## src/rtl/t_counter_mod.sv

```systemverilog
// Modulo-N up/down counter built from a bank of toggle flops.
// Supports programmable modulus, load, clear, terminal-count and wrap flags.
module t_counter_mod #(
    parameter int unsigned     WIDTH     = 4,
    parameter longint unsigned MODULUS   = 16,
    parameter longint unsigned RESET_VAL = 0
) (
    input  logic             clk,
    input  logic             rst_n,
    input  logic             en,
    input  logic             up_dn,
    input  logic             load,
    input  logic [WIDTH-1:0] load_val,
    input  logic             sclr,
    output logic [WIDTH-1:0] q,
    output logic [WIDTH-1:0] qbar,
    output logic             tc,
    output logic             wrap,
    output logic             load_err
);

    localparam logic [WIDTH-1:0] MAX_V = WIDTH'(MODULUS - 64'd1);
    localparam logic [WIDTH-1:0] RST_V = WIDTH'(RESET_VAL);

    logic [WIDTH-1:0] q_q, q_d;
    logic [WIDTH-1:0] qbar_q;
    logic             wrap_q, wrap_d;
    logic             lerr_q, lerr_d;
    logic [WIDTH-1:0] tog_up, tog_dn;
    logic             load_oor;
    logic             at_top, at_bot;

    assign load_oor = 64'(load_val) >= MODULUS;
    // Anything at or above the top value wraps when counting up.
    assign at_top   = q_q >= MAX_V;
    assign at_bot   = q_q == '0;

    // T-flop toggle vectors: a bit flips when all lower bits are 1 (up) or 0 (down).
    always_comb begin
        logic all1;
        logic all0;
        all1   = 1'b1;
        all0   = 1'b1;
        tog_up = '0;
        tog_dn = '0;
        for (int i = 0; i < int'(WIDTH); i++) begin
            tog_up[i] = all1;
            tog_dn[i] = all0;
            all1      = all1 & q_q[i];
            all0      = all0 & ~q_q[i];
        end
    end

    // Next state: clear beats load beats count; wrap and load override the toggles.
    always_comb begin
        q_d    = q_q;
        wrap_d = 1'b0;
        lerr_d = 1'b0;
        if (sclr) begin
            q_d = '0;
        end else if (load) begin
            if (load_oor) begin
                q_d    = MAX_V;
                lerr_d = 1'b1;
            end else begin
                q_d = load_val;
            end
        end else if (en) begin
            if (up_dn) begin
                if (at_top) begin
                    q_d    = '0;
                    wrap_d = 1'b1;
                end else begin
                    q_d = q_q ^ tog_up;
                end
            end else begin
                if (at_bot) begin
                    q_d    = MAX_V;
                    wrap_d = 1'b1;
                end else begin
                    q_d = q_q ^ tog_dn;
                end
            end
        end
    end

    // State bank; qbar is loaded from the same next value so it can never diverge.
    always_ff @(posedge clk or negedge rst_n) begin
        if (!rst_n) begin
            q_q    <= RST_V;
            qbar_q <= ~RST_V;
            wrap_q <= 1'b0;
            lerr_q <= 1'b0;
        end else begin
            q_q    <= q_d;
            qbar_q <= ~q_d;
            wrap_q <= wrap_d;
            lerr_q <= lerr_d;
        end
    end

    assign q        = q_q;
    assign qbar     = qbar_q;
    assign wrap     = wrap_q;
    assign load_err = lerr_q;
    assign tc       = en & ~sclr & ~load & (up_dn ? (q_q == MAX_V) : at_bot);

endmodule
```

## config.mk

```make
export PLATFORM = sky130hd
export DESIGN_NAME = t_counter_mod
export DESIGN_NICKNAME = d
export VERILOG_FILES = /design/src/rtl/t_counter_mod.sv
export SDC_FILE = /design/constraint.sdc
export NUM_CORES = 1
export LEC_CHECK = 0
export ABC_AREA = 0
export CORE_MARGIN = 1.5
export CORE_UTILIZATION = 45
export CTS_BUF_LIST = sky130_fd_sc_hd__clkbuf_2
export CTS_CLUSTER_SIZE = 28
export DETAILED_ROUTE_END_ITERATION = 8
export GPL_ROUTABILITY_DRIVEN = 0
export PLACE_DENSITY = 0.79
export SLEW_MARGIN = 10
export SYNTH_ARGS = -nofsm -noshare
export SYNTH_HDL_FRONTEND = slang
export SYNTH_SLANG_ARGS = --single-unit
```

## constraint.sdc

```tcl
create_clock -name clk -period 4 [get_ports clk]
set_input_delay 1 -clock clk [delete_from_list [all_inputs] [get_ports clk]]
set_output_delay 1 -clock clk [all_outputs]
set_load 0.005 [all_outputs]
```

======== Word-level counts from Yosys, hierarchy flattened ========
Cells that the tools add are included.
operators by class
  order comparisons ....................... 1
  eq/ne operators ......................... 1
  mux-type cells .......................... 13
  bitwise operators ....................... 15
  reductions and logical operators ........ 1
operators by type and width
  operator                                                   count
  2-to-1 mux 4 bit                                           6
  bitwise XOR 4 bit                                          2
  AND 1 bit                                                  7
  2-to-1 mux 1 bit                                           7
  NOT 1 bit                                                  5
  == test 4 bit (second input constant)                      1
  greater-or-equal comparator 4 bit (second input constant)  1
  logical NOT 4 bit                                          1
  NOT 4 bit                                                  1
word-level totals
  register bits ........................... 9
  input port bits ......................... 10
  output and inout bits ................... 11

======== Longest topological paths before layout ========
  depth after elaboration ................. 10
  depth in mapped cells ................... 6
  depth with buffers taken out ............ 6

======== Least setup slack after synthesis ========
OpenSTA, ideal clock, no wires.
  kind .................................... input port to output port
  start ................................... input up_dn
  end ..................................... output tc
  data arrival time ....................... 1.604 ns
  data required time ...................... 3.000 ns
  setup slack ............................. 1.396 ns
  cell stages on the path ................. 3
  buffers on the path ..................... 1
  path through ............................ buf_6 o31a_2 nor3_1
on the way
  longest elaborated chain between the ends .. 2
RTL lines
  item              line  text
  start, declared   11    input logic up_dn,
  2-to-1 mux 1 bit  106   assign tc = en & ~sclr & ~load & (up_dn ? (q_q == MAX_V) : at_bot);
  AND 1 bit         106
  end, declared     17    output logic tc,
No other way between the ends.

======== Worst setup path after layout ========
Ends and elaborated chain as after synthesis.

==> impl_metrics.tcl <==
set metrics [dict create \
    status "finished clean" \
    first_global_vias 470 \
    ctsHoldBuffers 0 \
    switching_share_pct 31.1 \
    rrSetupSlack_ns 2.33 \
    final_max_slew_viol_count 0 \
    routedWlPerCell_um 13.3 \
    finalSetupTns_ns 0 \
    diodes 0 \
    firstDrtPassIters 4 \
    critical_path_class "in -> out" \
    avgSynthCellArea_sq_um 10.4 \
    dieArea_sq_um 1620 \
    pwr-share-clk_pct 24.4 \
    fp.dieW_um 40.2 \
    finClkSkew_ns 0.00686 \
    cts_buffer_depth 2 \
    whs_ns 0.739 \
    dpl.hpwl_mm 1.02 \
    max_cap_viol_count 0 \
    avgViaCountPerCell 5.36 \
    yosysMostFrequentCell "inv_1" \
    power.switching_mw 0.0745 \
    p_int_mw 0.165 \
    ir_worst_vdd_uv 209 \
    root_buffer "clkbuf_2" \
    cts_resized 0 \
    cts.sinks 9 \
    ant_nets 0 \
    finalHoldViolCount 0 \
    synth.distinct_cells 34 \
    stdcell_area_sq_um 843 \
    reg2reg_from "q[0]" \
    start_util_pct 47.9 \
    crit_start "up_dn" \
    area_growth_pct 35.3 \
    cts_post_setup_buffers_inserted 0 \
    cp_max_fo 3 \
    cts.htree.levels 1 \
    synthArstFlopShare_pct 100 \
    io-pin-count 21 \
    clock_latency_ns 0.26 \
    fin_crit_ns 3.55 \
    rsz0062_at_grt "false" \
    portBuffers 19 \
    combPwrFrac_pct 30.9 \
    grt_use_total_pct 19.0 \
    leakagePower_nw 0.360 \
    via_count 520 \
    fmax_mhz 282 \
    rows 13 \
    netlist_area_sq_um 623 \
    yosysSeqAreaShare_pct 36.9 \
    ys_ff_latch 9 \
    synth_cells 60 \
    synthFlopType "dfrtp_1" \
    grt_pass1_wl_mm 1.98 \
    total_power_mw 0.239 \
    place_area_sq_um 823 \
    synth_top_cell_by_area "dfrtp_1" \
    post-route-period-util_pct 88.7 \
    seqPwrFrac_pct 44.7 \
    cts_made_buffers 3 \
    r2r_end "q[3]" \
    drc 0 \
    synth_area_leaders "dfrtp_1 20%, dfstp_2 17%, ha_1 8.0%" \
    hold_path_class "reg -> reg" \
    final_core_util_pct 64.8 \
    synth_top_cells_by_count "8 x inv_1, 5 x dfrtp_1, 4 x dfstp_2, 4 x ha_1" \
    crit_required_ns 3.00 \
    grt_remaining_overflow 0 \
    drt_iter0_drc 6 \
    synth_edf_count 0 \
    setup_viol 0 \
    final_nets 97 \
    crit_path_end "tc" \
    yosys_warnings 0 \
    grt_max_degree 13 \
    antenna_found_initial 0 \
    synth_top_area_share_pct 20.1 \
    synth_nets 74 \
    power.density_nw_per_um2 283 \
    drive_gt1_share_pct 19.5 \
    reg2regPathDepth 6 \
    cts_tree "yes" \
    core_sq_um 1300 \
    worstPathArrival_ns 2.55 \
    clk_pin_slew_ns 0.09 \
    finalWirelength_mm 1.29 \
    die_h_um 40.2 \
    worst_setup_path_end_kind "output port" \
    startpoint_type "input port" \
]
==> registers in the layout, indices dropped and copies added, names as in the netlist <==
name / count
q: 4
qbar: 4
wrap: 1
==> worst min-delay path by stage <==
stage | start | to | depth (start not counted)
floorplan | q[0] | q[0] | 3
global placement | q[0] | q[0] | 3
detailed placement | q[0] | q[0] | 3
CTS | q[0] | q[0] | 3
global route | q[3] | wrap | 2
finish | q[0] | q[0] | 3
==> power groups by stage <==
| stage | clock, mW | combinational (mW) | sequential [mW] |
|---|---|---|---|
| final | 0.0582 | 0.0740 | 0.107 |
| after global routing | 0.0646 | 0.0814 | 0.108 |
| after CTS | 0.0602 | 0.0744 | 0.107 |
| after detailed placement | 0 | 0.0736 | 0.109 |
| after global placement | 0 | 0.0723 | 0.109 |
| after floorplan | 0 | 0.0409 | 0.108 |
==> layer usage <==
metal	GRT usage [%]	vias up	share of wire [%]
met5	0	-	0
li1	-	255	-
met4	7.50	0	1.1
met1	21.2	246	42
met3	3.33	2	5.2
met2	35.1	17	51
==> cell usage in the layout, fill, tap and decap left out, types with 2 or more instances in the layout <==
| cell | instances |
|---|---|
| a211oi_1 | 3 |
| clkbuf_2 | 3 |
| nand2b_1 | 2 |
| dfrtp_1 | 5 |
| nor2b_1 | 3 |
| nor3_1 | 3 |
| inv_1 | 8 |
| a21oi_1 | 2 |
| clkdlybuf4s50_1 | 19 |
| buf_4 | 3 |
| dfstp_2 | 4 |
| ha_1 | 4 |
==> final cells by class <==
cell class / instances / area [sq um]
clock buffer: 3 / 15.0
multi-input combinational: 39 / 332
inverter: 8 / 30.0
timing repair buffer: 22 / 213
fill: 120 / 458
clock inverter: 1 / 5.00
tap: 15 / 18.8
sequential: 9 / 230
==> worst max-delay path: stages <==
cell             delay, ns
clkdlybuf4s50_1       0.52
nand4_1               0.19
o31a_2                0.18
nor3_1                0.14
clkdlybuf4s50_1       0.52
==> logic make-up after synthesis <==
family | count (synthesis) | synth area share [%]
simple gates | 18 | 20.7
buf+inv | 12 | 9.84
xor+xnor | 2 | 2.81
other cells | 1 | 0.602
fa+ha+maj | 4 | 8.03
flops | 9 | 36.9
compound gates | 14 | 21.1
==> per-stage QoR <==
step           worst slack (ns)  std cells
6_report                  0.451         97
3_5_place_dp              0.454         93
5_1_grt                   0.395         97
2_1_floorplan              1.40         60
4_1_cts                   0.451         97
3_3_place_gp              0.458         93
(Power assumes the default switching activity.)
